### src/rtl/reg_writeback_if.sv
// Write-back bus between execute/MDU producers and reg_writeback.
// master = producer side, slave = the write-back arbiter.
interface reg_writeback_if #(
  parameter int FIFO_DEPTH = 4
);
  localparam int CNT_W = $clog2(FIFO_DEPTH) + 1;

  logic             alu_valid;
  logic [4:0]       alu_reg;
  logic [31:0]      alu_data;
  logic             mdu_valid;
  logic             mdu_ready;
  logic [4:0]       mdu_reg;
  logic [31:0]      mdu_data;
  logic             alu_hold;
  logic             reg_write;
  logic [4:0]       write_reg;
  logic [31:0]      write_data;
  logic             issue_valid;
  logic [4:0]       issue_reg;
  logic [4:0]       chk_reg1;
  logic [4:0]       chk_reg2;
  logic             chk_busy1;
  logic             chk_busy2;
  logic [CNT_W-1:0] fifo_count;

  modport master (
    output alu_valid, alu_reg, alu_data,
    output mdu_valid, mdu_reg, mdu_data,
    output issue_valid, issue_reg, chk_reg1, chk_reg2,
    input  mdu_ready, alu_hold, reg_write, write_reg, write_data,
    input  chk_busy1, chk_busy2, fifo_count
  );

  modport slave (
    input  alu_valid, alu_reg, alu_data,
    input  mdu_valid, mdu_reg, mdu_data,
    input  issue_valid, issue_reg, chk_reg1, chk_reg2,
    output mdu_ready, alu_hold, reg_write, write_reg, write_data,
    output chk_busy1, chk_busy2, fifo_count
  );
endinterface

### src/rtl/reg_writeback.sv
// Register-file write-port arbiter: ALU results win, MDU results wait in a FIFO.
// Define WB_SCOREBOARD_EN to track outstanding MDU destinations for decode hazards.
module reg_writeback #(
  parameter int FIFO_DEPTH   = 4,
  parameter int STARVE_LIMIT = 8
) (
  input logic            clk,
  input logic            rst_n,
  reg_writeback_if.slave wb
);
  localparam int DATA_W = 32;
  localparam int REG_W  = 5;
  localparam int PTR_W  = $clog2(FIFO_DEPTH);
  localparam int CNT_W  = PTR_W + 1;
  localparam logic [CNT_W-1:0] FULL  = CNT_W'(FIFO_DEPTH);
  localparam logic [7:0]       LIMIT = 8'(STARVE_LIMIT);

  function automatic logic [7:0] sat_inc(input logic [7:0] v);
    return (v == 8'hFF) ? v : v + 8'd1;
  endfunction

  logic [REG_W-1:0]  fifo_reg  [FIFO_DEPTH];
  logic [DATA_W-1:0] fifo_data [FIFO_DEPTH];
  logic [PTR_W-1:0]  wr_ptr, rd_ptr;
  logic [CNT_W-1:0]  count;
  logic [7:0]        starve;
  logic              push, pop;
  logic [REG_W-1:0]  head_reg;
  logic [DATA_W-1:0] head_data;

  logic              reg_write_p1;
  logic [REG_W-1:0]  write_reg_p1;
  logic [DATA_W-1:0] write_data_p1;

  assign wb.mdu_ready = (count != FULL);
  assign push         = wb.mdu_valid && wb.mdu_ready;
  assign pop          = !wb.alu_valid && (count != '0);
  assign head_reg     = fifo_reg[rd_ptr];
  assign head_data    = fifo_data[rd_ptr];

  // Buffer storage: data only, no reset needed
  always_ff @(posedge clk) begin
    if (push) begin
      fifo_reg[wr_ptr]  <= wb.mdu_reg;
      fifo_data[wr_ptr] <= wb.mdu_data;
    end
  end

  always_ff @(posedge clk or negedge rst_n) begin
    if (!rst_n) begin
      wr_ptr <= '0;
      rd_ptr <= '0;
      count  <= '0;
      starve <= '0;
    end else begin
      if (push) wr_ptr <= wr_ptr + PTR_W'(1);
      if (pop)  rd_ptr <= rd_ptr + PTR_W'(1);
      case ({push, pop})
        2'b10:   count <= count + CNT_W'(1);
        2'b01:   count <= count - CNT_W'(1);
        default: count <= count;
      endcase
      if (count == '0 || pop) starve <= '0;
      else                    starve <= sat_inc(starve);
    end
  end

  assign wb.alu_hold = (starve >= LIMIT);

  // Stage p1: registered write port; register 0 is consumed but never written
  always_ff @(posedge clk or negedge rst_n) begin
    if (!rst_n) begin
      reg_write_p1  <= 1'b0;
      write_reg_p1  <= '0;
      write_data_p1 <= '0;
    end else if (wb.alu_valid) begin
      reg_write_p1  <= (wb.alu_reg != '0);
      write_reg_p1  <= wb.alu_reg;
      write_data_p1 <= wb.alu_data;
    end else if (pop) begin
      reg_write_p1  <= (head_reg != '0);
      write_reg_p1  <= head_reg;
      write_data_p1 <= head_data;
    end else begin
      reg_write_p1  <= 1'b0;
    end
  end

  assign wb.reg_write  = reg_write_p1;
  assign wb.write_reg  = write_reg_p1;
  assign wb.write_data = write_data_p1;
  assign wb.fifo_count = count;

`ifdef WB_SCOREBOARD_EN
  logic [31:0] pending, pending_nxt;

  // A same-edge re-issue must win over the retiring pop
  always_comb begin
    pending_nxt = pending;
    if (pop) pending_nxt[head_reg] = 1'b0;
    if (wb.issue_valid && wb.issue_reg != '0) pending_nxt[wb.issue_reg] = 1'b1;
  end

  always_ff @(posedge clk or negedge rst_n) begin
    if (!rst_n) pending <= '0;
    else        pending <= pending_nxt;
  end

  assign wb.chk_busy1 = (wb.chk_reg1 != '0) && pending[wb.chk_reg1];
  assign wb.chk_busy2 = (wb.chk_reg2 != '0) && pending[wb.chk_reg2];
`else
  logic unused_issue;
  assign unused_issue = ^{wb.issue_valid, wb.issue_reg, wb.chk_reg1, wb.chk_reg2};
  assign wb.chk_busy1 = 1'b0;
  assign wb.chk_busy2 = 1'b0;
`endif
endmodule

### src/flat_wrapper.sv
// flat-port wrapper written by rule: the top's interface ports become plain ports
module reg_writeback_flat 
#(
  parameter int FIFO_DEPTH   = 4,
  parameter int STARVE_LIMIT = 8
)
  (clk, rst_n, wb_alu_valid, wb_alu_reg, wb_alu_data, wb_mdu_valid, wb_mdu_reg, wb_mdu_data, wb_issue_valid, wb_issue_reg, wb_chk_reg1, wb_chk_reg2, wb_mdu_ready, wb_alu_hold, wb_reg_write, wb_write_reg, wb_write_data, wb_chk_busy1, wb_chk_busy2, wb_fifo_count);
  reg_writeback_if #(.FIFO_DEPTH(FIFO_DEPTH)) wb_i ();
  input logic clk;
  input logic rst_n;
  input wire logic [$bits(wb_i.alu_valid)-1:0] wb_alu_valid;
  input wire logic [$bits(wb_i.alu_reg)-1:0] wb_alu_reg;
  input wire logic [$bits(wb_i.alu_data)-1:0] wb_alu_data;
  input wire logic [$bits(wb_i.mdu_valid)-1:0] wb_mdu_valid;
  input wire logic [$bits(wb_i.mdu_reg)-1:0] wb_mdu_reg;
  input wire logic [$bits(wb_i.mdu_data)-1:0] wb_mdu_data;
  input wire logic [$bits(wb_i.issue_valid)-1:0] wb_issue_valid;
  input wire logic [$bits(wb_i.issue_reg)-1:0] wb_issue_reg;
  input wire logic [$bits(wb_i.chk_reg1)-1:0] wb_chk_reg1;
  input wire logic [$bits(wb_i.chk_reg2)-1:0] wb_chk_reg2;
  output wire logic [$bits(wb_i.mdu_ready)-1:0] wb_mdu_ready;
  output wire logic [$bits(wb_i.alu_hold)-1:0] wb_alu_hold;
  output wire logic [$bits(wb_i.reg_write)-1:0] wb_reg_write;
  output wire logic [$bits(wb_i.write_reg)-1:0] wb_write_reg;
  output wire logic [$bits(wb_i.write_data)-1:0] wb_write_data;
  output wire logic [$bits(wb_i.chk_busy1)-1:0] wb_chk_busy1;
  output wire logic [$bits(wb_i.chk_busy2)-1:0] wb_chk_busy2;
  output wire logic [$bits(wb_i.fifo_count)-1:0] wb_fifo_count;
  assign wb_i.alu_valid = wb_alu_valid;
  assign wb_i.alu_reg = wb_alu_reg;
  assign wb_i.alu_data = wb_alu_data;
  assign wb_i.mdu_valid = wb_mdu_valid;
  assign wb_i.mdu_reg = wb_mdu_reg;
  assign wb_i.mdu_data = wb_mdu_data;
  assign wb_i.issue_valid = wb_issue_valid;
  assign wb_i.issue_reg = wb_issue_reg;
  assign wb_i.chk_reg1 = wb_chk_reg1;
  assign wb_i.chk_reg2 = wb_chk_reg2;
  assign wb_mdu_ready = wb_i.mdu_ready;
  assign wb_alu_hold = wb_i.alu_hold;
  assign wb_reg_write = wb_i.reg_write;
  assign wb_write_reg = wb_i.write_reg;
  assign wb_write_data = wb_i.write_data;
  assign wb_chk_busy1 = wb_i.chk_busy1;
  assign wb_chk_busy2 = wb_i.chk_busy2;
  assign wb_fifo_count = wb_i.fifo_count;
  reg_writeback #(.FIFO_DEPTH(FIFO_DEPTH), .STARVE_LIMIT(STARVE_LIMIT)) u_core (.clk(clk), .rst_n(rst_n), .wb(wb_i));
endmodule
### config.mk
export PLATFORM = sky130hd
export DESIGN_NAME = reg_writeback_flat
export DESIGN_NICKNAME = d
export VERILOG_FILES = /design/src/rtl/reg_writeback_if.sv /design/src/rtl/reg_writeback.sv /design/src/flat_wrapper.sv
export SDC_FILE = /design/constraint.sdc
export NUM_CORES = 1
export LEC_CHECK = 0
export ABC_AREA = 1
export BUFFER_PORTS_ARGS = -buffer_cell sky130_fd_sc_hd__buf_2
export CORE_MARGIN = 2
export CORE_UTILIZATION = 50
export DETAILED_ROUTE_END_ITERATION = 7
export HOLD_SLACK_MARGIN = 0.08
export PLACE_DENSITY = 0.72
export SYNTH_ARGS = -nofsm -noshare
export SYNTH_HDL_FRONTEND = slang
export SYNTH_SLANG_ARGS = --single-unit
### constraint.sdc
create_clock -name clk -period 3 [get_ports clk]
set_input_delay 0.6 -clock clk [delete_from_list [all_inputs] [get_ports clk]]
set_output_delay 0.6 -clock clk [all_outputs]
set_load 0.03 [all_outputs]
Word-level counts from Yosys, hierarchy flattened
Memory sizes are Yosys's and may differ from the RTL's.
Cells that the tools add are included.
W data, S select, Z words.
{ "word_totals": {"mem_count": 2, "output_inout_bits": 45, "input_bits": 94, "word_cells": 41, "regBits": 53, "ramBits": 148} }
{ "op_classes": {"n_eq_ne": 5, "reduce_logical": 10, "n_lt_le_gt_ge": 1, "mux": 11, "addsub": 5} }
{ "memory_table": {"columns": ["memory", "depth", "width", "rd", "rd_ports_with_merged_regs", "wr", "line", "source"], "rows": [
  ["u_core.fifo_data", 4, 32, 1, 0, 1, "reg_writeback.sv:23", "logic [DATA_W-1:0] fifo_data [FIFO_DEPTH];"],
  ["u_core.fifo_reg", 4, 5, 1, 0, 1, "reg_writeback.sv:22", "logic [REG_W-1:0] fifo_reg [FIFO_DEPTH];"]
]} }
{ "ops": {"columns": ["op", "n"], "rows": [
  ["$mux W32", 2],
  ["$mux W8", 2],
  ["$mux W5", 2],
  ["$reduce_bool A5 Y1", 2],
  ["$add A8 B1 Y8 const B", 1],
  ["$eq A8 B8 Y1 const B", 1],
  ["$ge A8 B4 Y1 const B", 1],
  ["$pmux W3 S2", 1],
  ["$add A2 B1 Y2 const B", 2],
  ["$mux W1", 4],
  ["$reduce_bool A2 Y1", 2],
  ["$add A3 B1 Y3 const B", 1],
  ["$logic_not A3 Y1", 1],
  ["$ne A3 B3 Y1 const B", 1],
  ["$reduce_bool A3 Y1", 1],
  ["$sub A3 B1 Y3 const B", 1],
  ["$eq A2 B1 Y1 const B", 1],
  ["$eq A2 B2 Y1 const B", 1],
  ["$logic_and A1 B1 Y1", 2],
  ["$ne A2 B1 Y1 const B", 1],
  ["$logic_not A1 Y1", 1],
  ["$logic_or A1 B1 Y1", 1]
]} }

Depth between registers and ports, before layout
Gate-level depths: netlist (run 1).
{ "logic_depth": {"word_depth": 4, "depth_mapped": 10, "mapped_depth_nobuf": 10} }

Worst setup path before layout (run 1)
No wires, ideal clock.
{ "synth_path": {"kind": "register -> register", "start": "register u_core.count[0] (netlist: u_core.wb.fifo_count[0])", "end": "memory u_core.fifo_data[0][0] (enable)", "arrival_time_ns": 2.758, "path_buffers": 0, "t_required_ns": 2.569, "path_stages_with_launch": 5, "synth_period_minus_slack_ns": 3.190, "setup_slack_ns": -0.190, "setup_ns": 0.431, "cell_sequence": "dfrtp_1 -> nor2_1 -> nand2_1 -> nand2_1 -> nor2_1"} }
{ "synth_via": {"elab_chain_cells": 4} }
{ "synth_rtl": {"columns": ["element", "line", "source"], "rows": [
  ["from (decl)", "reg_writeback.sv:25", "logic [CNT_W-1:0] count;"],
  ["from (signal assigned)", "reg_writeback.sv:59", "2'b10: count <= count + CNT_W'(1);"],
  ["from (signal assigned)", "reg_writeback.sv:60", "2'b01: count <= count - CNT_W'(1);"],
  ["from (signal assigned)", "reg_writeback.sv:61", "default: count <= count;"],
  ["$ne A3 B3 Y1", "reg_writeback.sv:35", "assign wb.mdu_ready = (count != FULL);"],
  ["named net wb_mdu_ready", "flat_wrapper.sv:21", "output wire logic [$bits(wb_i.mdu_ready)-1:0] wb_mdu_ready;"],
  ["$logic_and A1 B1 Y1", "reg_writeback.sv:36", "assign push = wb.mdu_valid && wb.mdu_ready;"],
  ["$mux W1", "reg_writeback.sv:43", "if (push) begin"],
  ["$mux W1 (not written as such)", "reg_writeback.sv:45", "fifo_data[wr_ptr] <= wb.mdu_data;"],
  ["to (decl)", "reg_writeback.sv:23", null]
]} }
The timed path passes the listed nets, and every way through them passes these cells.

Worst setup path in the final report (run 1)
{ "layout_path": {"start": "register u_core.count[0] (netlist: u_core.wb.fifo_count[0])", "end": "register u_core.count[1] (netlist: u_core.wb.fifo_count[1])"} }
{ "layout_via": {"elab_chain_cells": 4, "elab_cells_between_ends": 10, "classes_between": "add/sub (2); eq/ne (3); mux (1); reduce/logical (4)"} }
{ "layout_rtl": {"columns": ["element", "line", "source"], "rows": [
  ["$reduce_bool A3 Y1 *", "reg_writeback.sv:37", "assign pop = !wb.alu_valid && (count != '0);"],
  ["$logic_and A1 B1 Y1 *", "reg_writeback.sv:37", null],
  ["named net u_core.pop", "reg_writeback.sv:27", "logic push, pop;"],
  ["$eq A2 B1 Y1 / $eq A2 B2 Y1 (equally long branches)", "reg_writeback.sv:58", "case ({push, pop})"],
  ["$pmux W3 S2 / $reduce_bool A2 Y1 (equally long branches)", null, null]
]} }
Mark *: on every way through the listed nets, which the timed path passes. The rest lies on a longest branch.
A chain may end at the register's enable or synchronous reset.

==> out/results.tsv, run 1 <==
metric	value	unit
cts_hold_buf	0	
grt_usage	20.3	%
async_reset_ff_share	26.4	%
status	finished clean	
place_congestion	0.764	
postCtsSetupBuffers	0	
final_cell_mix	nand2_1, edfxtp_1, buf_2	
p_leak	4.32	nW
grt_first_pass_wirelength	28.6	mm
finalHoldViolCount	0	
synth_top_flop_cell	edfxtp_1	
cp.arrival	2.63	ns
drc	0	
syn_inst	770	
dp_hpwl	10.4	mm
finalCritPeriodShare	73.8	%
ctsResizeCount	0	
cts.reportedPaths.clkPinSlew	0.06	ns
clkLatencyLatePin	0.50	ns
fin_crit	2.21	ns
maxSlewHeadroom	34.3	%
ios	139	
die_area	17800	µm²
clockBufferDepth	3	
num-fill-cells	1321	
cp_max_fo	8	
seq_area_frac_synth	69.1	%
first_pass_iters	5	
r2r_cells	8	
tightest_slew	0.985	ns
clock_sinks	201	
cp.required	3.42	ns
cts_made_buffers	22	
finalSetupViolations	0	
die_h	133	µm
r2r_start	u_core.wb.fifo_count[0]	
die_width	133	µm
initial_core_util	50.7	%
finalWirelength	17.6	mm
p_clk_share	26.8	%
syn_area	8350	µm²
layout_commonest_cell	nand2_1	
via_per_inst	5.06	
clock-root-buffer	clkbuf_16	
yosysUniqueCellTypes	28	
wl_per_cell	15.6	µm
core_area	16500	µm²
rr_endpoint	u_core.wb.fifo_count[1]	
grt_max_degree	63	
maxSlewViolCount	0	
vias	5708	
grt_pass1_vias	5870	
yosysWarnings	0	
p_total	9.63	mW
switchingPower	3.51	mW
whs	0.261	ns
p_per_area	975	nW/µm²
p_comb_share	30.7	%
irDropWorstVdd	0.559	mV
port_buffers	120	
antenna_found_initial	1	
overflow	0	
seq_power_share	42.5	%
max_cap_violations	0	
drive_above_1_share	19.4	%
grt_setup_unrepaired	no	
drtIter0Drc	368	
finalSetupTns	0	ns
nNetsFinal	992	
rrSetupSlack	0.79	ns
p_int	6.12	mW
synth_seq_cells	201	
area_delta_synth_final	18.2	%
finalClockSkew	0.0127	ns
final_area	9870	µm²
h-tree-depth	1	
ant_nets	0	
largest_reg_flops	128	
placed_cell_area	9170	µm²
crit_type	flop to flop	
timing.fmax	452	MHz
tritoncts	done	
syn_area_per_cell	10.8	µm²
synth_edf_count	148	
final_util	59.9	%
start_kind	flop	
hp-class	input pin to asynchronous set/reset pin	
rows	47	
crit_path_end_kind	flop	
swShare	36.5	%
layout make-up:
class                           instances  area (µm²)  share of cell area [%]
Tap cell                              220         275                    2.79
Multi-Input combinational cell        444        2090                    21.1
Antenna cell                            1        2.50                  0.0254
Inverter                               88         330                    3.35
Clock inverter                         11         125                    1.27
Timing Repair Buffer                  133         698                    7.07
Clock buffer                           29         577                    5.84
Sequential cell                       201        5780                    58.5
power by group through the flow:
stage / logic [mW] / clock network [mW] / registers (mW)
2_1_floorplan: 1.68 / 0 / 4.55
3_3_place_gp: 2.90 / 0 / 4.12
3_5_place_dp: 2.98 / 0 / 4.14
4_1_cts: 2.99 / 2.63 / 4.09
5_1_grt: 3.30 / 2.75 / 4.17
6_report: 2.95 / 2.58 / 4.09
worst max path at each step:
stage / slack, ns / endpoint / startpoint / depth (start not counted)
3_5_place_dp: 0.69 / u_core.wb.fifo_count[2] / wb_alu_valid / 10
3_3_place_gp: 0.73 / u_core.wb.fifo_count[2] / wb_alu_valid / 10
4_1_cts: 0.80 / u_core.wb.fifo_count[1] / u_core.wb.fifo_count[0] / 8
5_1_grt: 0.60 / u_core.wb.fifo_count[1] / u_core.wb.fifo_count[1] / 8
2_1_floorplan: -0.19 / u_core.fifo_data[0][0] / u_core.wb.fifo_count[0] / 4
6_report: 0.79 / u_core.wb.fifo_count[1] / u_core.wb.fifo_count[0] / 8
layer usage:
metal | wire length [µm] | GRT usage, % | vias to the layer above
met5 | 0 | 0 | -
met4 | 366 | 6.91 | 0
met3 | 1030 | 3.27 | 29
met2 | 8900 | 35.7 | 152
met1 | 7330 | 25.7 | 2704
li1 | - | - | 2823
per-stage QoR:
stage / setup WS (ns) / instances
final: 0.787 / 1127
after global routing: 0.600 / 1126
after CTS: 0.795 / 1126
after detailed placement: 0.689 / 1086
after global placement: 0.729 / 1086
after floorplan: -0.190 / 771
cells in the mapped netlist, drive strengths merged, types with 2 or more instances:
cell type / count / area share, %
nor3: 2 / 0.12
xnor2: 2 / 0.21
nand2: 214 / 9.6
o211ai: 4 / 0.36
edfxtp: 148 / 53
nand4: 2 / 0.15
buf: 26 / 1.9
clkbuf: 12 / 0.54
dfrtp: 53 / 16
xor2: 4 / 0.42
a21oi: 71 / 4.3
o21ai: 69 / 4.1
inv: 87 / 3.9
nand3: 51 / 3.2
nor2: 12 / 0.54
ha: 7 / 1.0
critical path: stages (launching register included):
cell,delay (ns)
dfrtp_1,0.42
nor2_1,0.22
nand2_1,0.15
nand2_1,0.31
inv_1,0.14
ha_1,0.22
inv_1,0.10
fa_1,0.42
o21ai_0,0.15
kinds of logic (layout without fill, tap and decap cells):
group / count (synthesis) / count (layout) / share of synthesized area [%]
compound gates: 146 / 146 / 8.94
buf+inv: 126 / 261 / 6.35
fa+ha+maj: 8 / 8 / 1.29
simple gates: 282 / 282 / 13.7
xor+xnor: 6 / 6 / 0.629
other cells: 1 / 3 / 0.0449
flops: 201 / 201 / 69.1
Power figures use the tool's default switching activity.
==> run 2, diff against run 1 <==
==> constraint.sdc (replaced) <==
create_clock -name clk -period 2.08 [get_ports clk]
set_input_delay 0.416 -clock clk [delete_from_list [all_inputs] [get_ports clk]]
set_output_delay 0.416 -clock clk [all_outputs]
set_load 0.03 [all_outputs]
==> run 2 against run 1 <==
Compared with the run above:
- non-clock buffer count is 12 higher
- cell count is 0.98% higher
- sequential cell count stayed put
- critical path depth is 2 higher
- largest cell class unchanged
- total power is 44% higher
- utilization is 0.62 points higher
- wire length is 0.53% lower
==> out/results.tsv, run 2 (synthesized netlist as in run 1, its figures left out) <==
metric	value	unit	change
rrSetupSlack	0.22	ns	-0.56 ns
tightest_slew	0.511	ns	-0.474 ns
irDropWorstVdd	0.759	mV	+36%
antenna_found_initial	2		+1
die_width	133	µm	unchanged
crit_path_start	u_core.wb.fifo_count[2]		
clkLatencyLatePin	0.50	ns	about the same
postCtsSetupBuffers	0		unchanged
nNetsFinal	1003		+1.1%
cp_max_fo	3		-5
p_clk_share	25.4	%	-1.4 points
final_cell_mix	nand2_1, edfxtp_1, buf_2		
clock_sinks	201		unchanged
max_stage_delay	0.40	ns	-0.02 ns
min_delay_path_depth	1		
finalHoldViolCount	0		unchanged
cp.required	2.45	ns	-0.97 ns
grt_usage	19.9	%	-0.44 points
num-fill-cells	1383		+4.7%
place_congestion	0.762		-0.27%
hold_start	wb_mdu_data[19]		
critPathTopFamily	adder cells		
switchingPower	5.06	mW	+44%
whs	0.131	ns	-0.130 ns
hold_path_end	u_core.fifo_data[3][19]		
swShare	36.5	%	about the same
drtIter0Drc	346		-6.0%
dp_hpwl	11.0	mm	+5.5%
timing.fmax	539	MHz	+19%
r2r_start	u_core.wb.fifo_count[2]		
tritoncts	done		
p_leak	4.36	nW	+1.1%
hp-class	input pin to flop		
clock-root-buffer	clkbuf_16		
area_delta_synth_final	19.4	%	
cp.arrival	2.22	ns	-0.41 ns
core_area	16500	µm²	unchanged
clockBufferDepth	3		unchanged
maxSlewHeadroom	65.9	%	+32 points
r2r_cells	10		+2
rr_endpoint	u_core.wb.fifo_count[2]		
crit_path_end_kind	flop		
finalClockSkew	0.0156	ns	+0.00291 ns
rows	47		unchanged
cp_slowest_cell	dfrtp_1		
drc	0		unchanged
cts_hold_buf	1		+1
die_area	17800	µm²	unchanged
largest_reg_flops	128		unchanged
vias	5753		+0.79%
finalWirelength	17.5	mm	-0.53%
seq_power_share	42.0	%	-0.5 points
cts_made_buffers	21		-4.5%
maxSlewViolCount	0		unchanged
grt_pass1_vias	5493		-6.4%
p_int	8.81	mW	+44%
initial_core_util	50.7	%	unchanged
drive_above_1_share	20.6	%	+1.2 points
start_kind	flop		
ios	139		unchanged
ant_nets	0		unchanged
p_comb_share	32.6	%	+1.9 points
first_pass_iters	5		unchanged
p_per_area	1390	nW/µm²	+43%
finalCritPeriodShare	89.2	%	+15 points
worstPathCellList	inv_1, nand2_1, nand2_1, inv_1, ha_1, inv_1, fa_1, a21oi_1, o21ai_0, xor2_1		
cts.reportedPaths.clkPinSlew	0.06	ns	about the same
crit_type	flop to flop		
path_buf_inv	3		+1
ctsResizeCount	0		unchanged
grt_first_pass_wirelength	27.8	mm	-2.7%
fin_crit	1.86	ns	-0.357 ns
h-tree-depth	1		unchanged
via_per_inst	5.06		-0.19%
timing.critical_path.mode_cell	inv_1		
die_h	133	µm	unchanged
status	finished clean		
max_cap_violations	0		unchanged
finalSetupTns	0	ns	unchanged
layout_commonest_cell	nand2_1		
wl_per_cell	15.4	µm	-1.5%
port_buffers	120		unchanged
overflow	0		unchanged
grt_max_degree	81		+29%
finalSetupViolations	0		unchanged
grt_setup_unrepaired	no		
==> run 2: cell types whose count changed in the layout (fill, tap and decap cells not counted), sizes merged <==
cell	previous run	this run
buf	133	144
bufinv	2	0
clkbuf	29	34
clkinv	9	3
clkinvlp	0	1
diode	1	2
dlygate4sd3	0	1
==> run 2: per-stage QoR <==
stage / worst slack [ns] / total power [mW] / utilization [%] / instance area, µm² / instances
3_3_place_gp: 0.229 / 10.3 / 56.5 / 9300 / 1097
3_5_place_dp: 0.195 / 10.5 / 56.5 / 9300 / 1097
4_1_cts: 0.234 / 14.0 / 60.5 / 9970 / 1136
5_1_grt: 0.0692 / 14.7 / 60.5 / 9970 / 1137
6_report: 0.225 / 13.9 / 60.6 / 9970 / 1138
2_1_floorplan: 0.0113 / 9.05 / - / 8410 / 771
==> run 2: layout make-up <==
| class | instances | area (µm²) | area share, % |
|---|---|---|---|
| flip-flops and latches | 201 | 5780 | 57.9 |
| diodes | 2 | 5.00 | 0.0502 |
| clock buffers | 34 | 634 | 6.36 |
| repair buffers | 145 | 816 | 8.18 |
| inverters | 88 | 330 | 3.31 |
| clock inverters | 4 | 23.8 | 0.238 |
| multi-input cells | 444 | 2110 | 21.2 |
| well taps | 220 | 275 | 2.76 |
==> run 2: worst max-delay path by stage <==
stage	to	slack, ns	depth (start not counted)
after global placement	u_core.wb.write_data[7]	0.23	8
after CTS	u_core.wb.fifo_count[2]	0.23	10
final	u_core.wb.fifo_count[2]	0.22	10
after global routing	u_core.wb.fifo_count[2]	0.07	10
after floorplan	u_core.wb.fifo_count[2]	0.01	10
after detailed placement	u_core.wb.write_data[10]	0.20	8
==> run 2: power groups by stage <==
| stage | Combinational (mW) | Sequential, mW | Clock, mW |
|---|---|---|---|
| floorplan | 2.50 | 6.55 | 0 |
| global placement | 4.45 | 5.88 | 0 |
| detailed placement | 4.56 | 5.90 | 0 |
| CTS | 4.58 | 5.83 | 3.59 |
| global route | 5.03 | 5.94 | 3.73 |
| finish | 4.52 | 5.83 | 3.52 |
==> run 2: routing by layer <==
metal	vias to the layer above	wire (µm)	GRT usage, %	share of wire (%)
met5	-	0	0	0
met4	0	314	6.32	1.8
met3	29	917	3.01	5.2
met2	132	8670	34.7	49
met1	2743	7630	25.7	44
li1	2849	-	-	-
==> run 3, diff against run 2 <==
--- a/config.mk
+++ b/config.mk
@@ -5,13 +5,12 @@
 export SDC_FILE = /design/constraint.sdc
 export NUM_CORES = 1
 export LEC_CHECK = 0
-export ABC_AREA = 1
 export BUFFER_PORTS_ARGS = -buffer_cell sky130_fd_sc_hd__buf_2
 export CORE_MARGIN = 2
 export CORE_UTILIZATION = 50
 export DETAILED_ROUTE_END_ITERATION = 7
 export HOLD_SLACK_MARGIN = 0.08
-export PLACE_DENSITY = 0.72
+export PLACE_DENSITY = 0.73
 export SYNTH_ARGS = -nofsm -noshare
 export SYNTH_HDL_FRONTEND = slang
 export SYNTH_SLANG_ARGS = --single-unit
==> run 3 against run 2 <==
Compared with the run above:
- setup slack got worse by 0.068 ns
- critical endpoint unchanged
- critical path depth unchanged
- fmax decreased by 3.5%
- non-clock buffer count decreased by 5
- worst hold slack got worse by 0.0058 ns
- via count decreased by 24%
- critical path type unchanged
- cell count decreased by 28%
- highest routed layer unchanged
==> out/results.tsv, run 3 <==
metric	value	unit	change
status	finished clean		
first_pass_iters	4		-1
crit_path_end_kind	flop		
place_congestion	0.705		-7.5%
antenna_found_initial	1		-1
grt_usage	18.3	%	-1.6 points
stdcell_count	825		-28%
cp.arrival	2.29	ns	+0.07 ns
synth-simple-area-share	4.33	%	-9.3 points
wl_per_cell	18.6	µm	+21%
synth_fa_ha_area_share	1.36	%	+0.070 points
p_per_area	1440	nW/µm²	+3.2%
wl_met2	7.87	mm	-9.3%
h-tree-depth	1		unchanged
syn_area_per_cell	17.6	µm²	+63%
finalHoldViolCount	0		unchanged
placed_cell_area	8860	µm²	-4.7%
clockBufferDepth	3		unchanged
grt_first_pass_wirelength	23.5	mm	-16%
cp.required	2.44	ns	about the same
synth_seq_cells	201		unchanged
synth_xor_area_share	1.11	%	+0.48 points
timing.fmax	520	MHz	-3.5%
drtIter0Drc	197		-43%
irDropWorstVdd	0.824	mV	+8.6%
seq_area_frac_synth	72.8	%	+3.8 points
crit_type	flop to flop		
async_reset_ff_share	26.4	%	unchanged
cts.reportedPaths.clkPinSlew	0.06	ns	about the same
synth_edf_count	148		unchanged
finalSetupTns	0	ns	unchanged
cp_max_fo	6		+3
rows	46		-2.1%
grt_setup_unrepaired	no		
dp_hpwl	9.55	mm	-13%
maxSlewViolCount	0		unchanged
core_area	15700	µm²	-4.9%
synth_top_family_by_area	multiplexers		
maxSlewHeadroom	52.3	%	-14 points
cts_made_buffers	22		+4.8%
syn_area	7920	µm²	-5.2%
start_kind	flop		
drc	0		unchanged
nNetsFinal	693		-31%
wl_met1	6.39	mm	-16%
grt_pass1_vias	4422		-19%
hp-class	input pin to flop		
via_per_inst	5.28		+4.4%
max_cap_violations	0		unchanged
finalSetupViolations	0		unchanged
top_layer	met4		
drive_above_1_share	36.9	%	+16 points
ant_nets	0		unchanged
largest_reg_flops	128		unchanged
grt_max_degree	77		-4.9%
p_leak	3.69	nW	-15%
tightest_slew	0.716	ns	+0.205 ns
yosysMostFrequentCell	edfxtp_1		
synth_top_area_share	56.1	%	+2.9 points
finalCritPeriodShare	92.5	%	+3.3 points
route.met3.wl	749	µm	-18%
pre_cts_slack	0.0943	ns	-0.101 ns
ios	139		unchanged
tritoncts	done		
rrSetupSlack	0.16	ns	-0.07 ns
syn_inst	449		-42%
clkLatencyLatePin	0.49	ns	about the same
die_width	130	µm	-2.5%
finalClockSkew	0.0132	ns	-0.00235 ns
dp.cells	778		-29%
synth_largest_area_cell	edfxtp_1		
layout_commonest_cell	edfxtp_1		
fin_crit	1.92	ns	+0.0680 ns
synth_common_cells	edfxtp_1, dfrtp_1, nand2_1		
final_area	9690	µm²	-2.9%
die_h	130	µm	-2.5%
die_area	16900	µm²	-5.0%
initial_core_util	50.6	%	-0.14 points
clock_sinks	201		unchanged
synth_area_leaders	edfxtp_1, dfrtp_1, mux4_2		
yosysWarnings	0		unchanged
clock-root-buffer	clkbuf_16		
synth_top_flop_cell	edfxtp_1		
yosysUniqueCellTypes	32		+14%
area_delta_synth_final	22.3	%	
vias	4356		-24%
port_buffers	120		unchanged
synth_compound_area_share	2.94	%	-6.0 points
timing.final.ws_setup	0.157	ns	-0.0680 ns
overflow	0		unchanged
finalWirelength	15.3	mm	-13%
final_cell_mix	edfxtp_1, buf_2, dfrtp_1		
synth.area.mux_share	15.6	%	+16 points
run 3: changes by cell type in the layout (fill, tap and decap cells not counted), sizes merged, moves of 5 or more:
cell	change
buf	-5
and3	+5
mux4	+37
nand3	-48
a21oi	-68
nand2	-171
o21ai	-27
mux2i	+38
inv	-80
run 3: logic make-up (layout without fill, tap and decap cells):
group | Yosys count | after routing
DFF | 201 | 201
muxes | 76 | 76
and+or+nand+nor | 76 | 76
AOI/OAI and AO/OA | 46 | 46
buffers and inverters | 31 | 188
xor gates and xnor gates | 10 | 10
adders and majority gates | 8 | 8
other | 1 | 4
run 3: timing repair:
action	4_1_cts	5_1_grt
endpoints found under the setup margin	0	1
resized for setup	0	4
hold buffers	1	0
buffers inserted	0	4
endpoints found under the hold margin	53	0
run 3: layout make-up:
cell class	count	area, µm²
well taps	216	270
clock buffers	30	612
flip-flops and latches	201	5780
inverters	8	32.5
clock inverters	10	155
repair buffers	140	791
diodes	2	5.00
fillers	1184	5970
multi-input cells	218	2040
run 3: power by group:
group          switching, mW  internal (mW)
Clock                   1.46           2.56
Combinational           2.42           1.77
Sequential             0.371           5.33
Total                   4.25           9.66
run 3: path summary, 6_finish.rpt:
path,startpoint,end,depth (start not counted)
worst max-delay path,u_core.wb.fifo_count[0],u_core.wb.fifo_count[2],10
worst min-delay path,wb_alu_data[17],u_core.wb.write_data[17],3
worst max register to register,u_core.wb.fifo_count[0],u_core.wb.fifo_count[2],10
worst min register to register,u_core.wb.fifo_count[1],u_core.wb.fifo_count[1],2
max in group asynchronous,rst_n,u_core.wb.fifo_count[0],3
min in group asynchronous,rst_n,u_core.wb.write_data[18],3
run 3: stage by stage:
stage,utilization (%),total power [mW],hold slack (ns)
after CTS,61.6,14.0,0.111
after global routing,61.9,14.6,0.126
after detailed placement,56.6,9.99,0.451
after global placement,56.6,9.79,0.441
final,61.9,13.9,0.125
after floorplan,-,8.66,0.120
run 3: worst max-delay path, stage by stage, from the launching register on:
cell and delay, ns:
dfrtp_2 0.43, inv_4 0.08, nand3_4 0.09, and2_4 0.18, inv_1 0.05, ha_2 0.16
inv_1 0.05, fa_2 0.33, xor2_1 0.19, nor2_1 0.08, xor2_1 0.16
run 3: routing by layer:
layer,vias up,global-route usage [%]
li1,2017,-
met2,119,32.1
met1,2190,23.6
met4,0,5.44
met3,30,3.24
met5,-,0
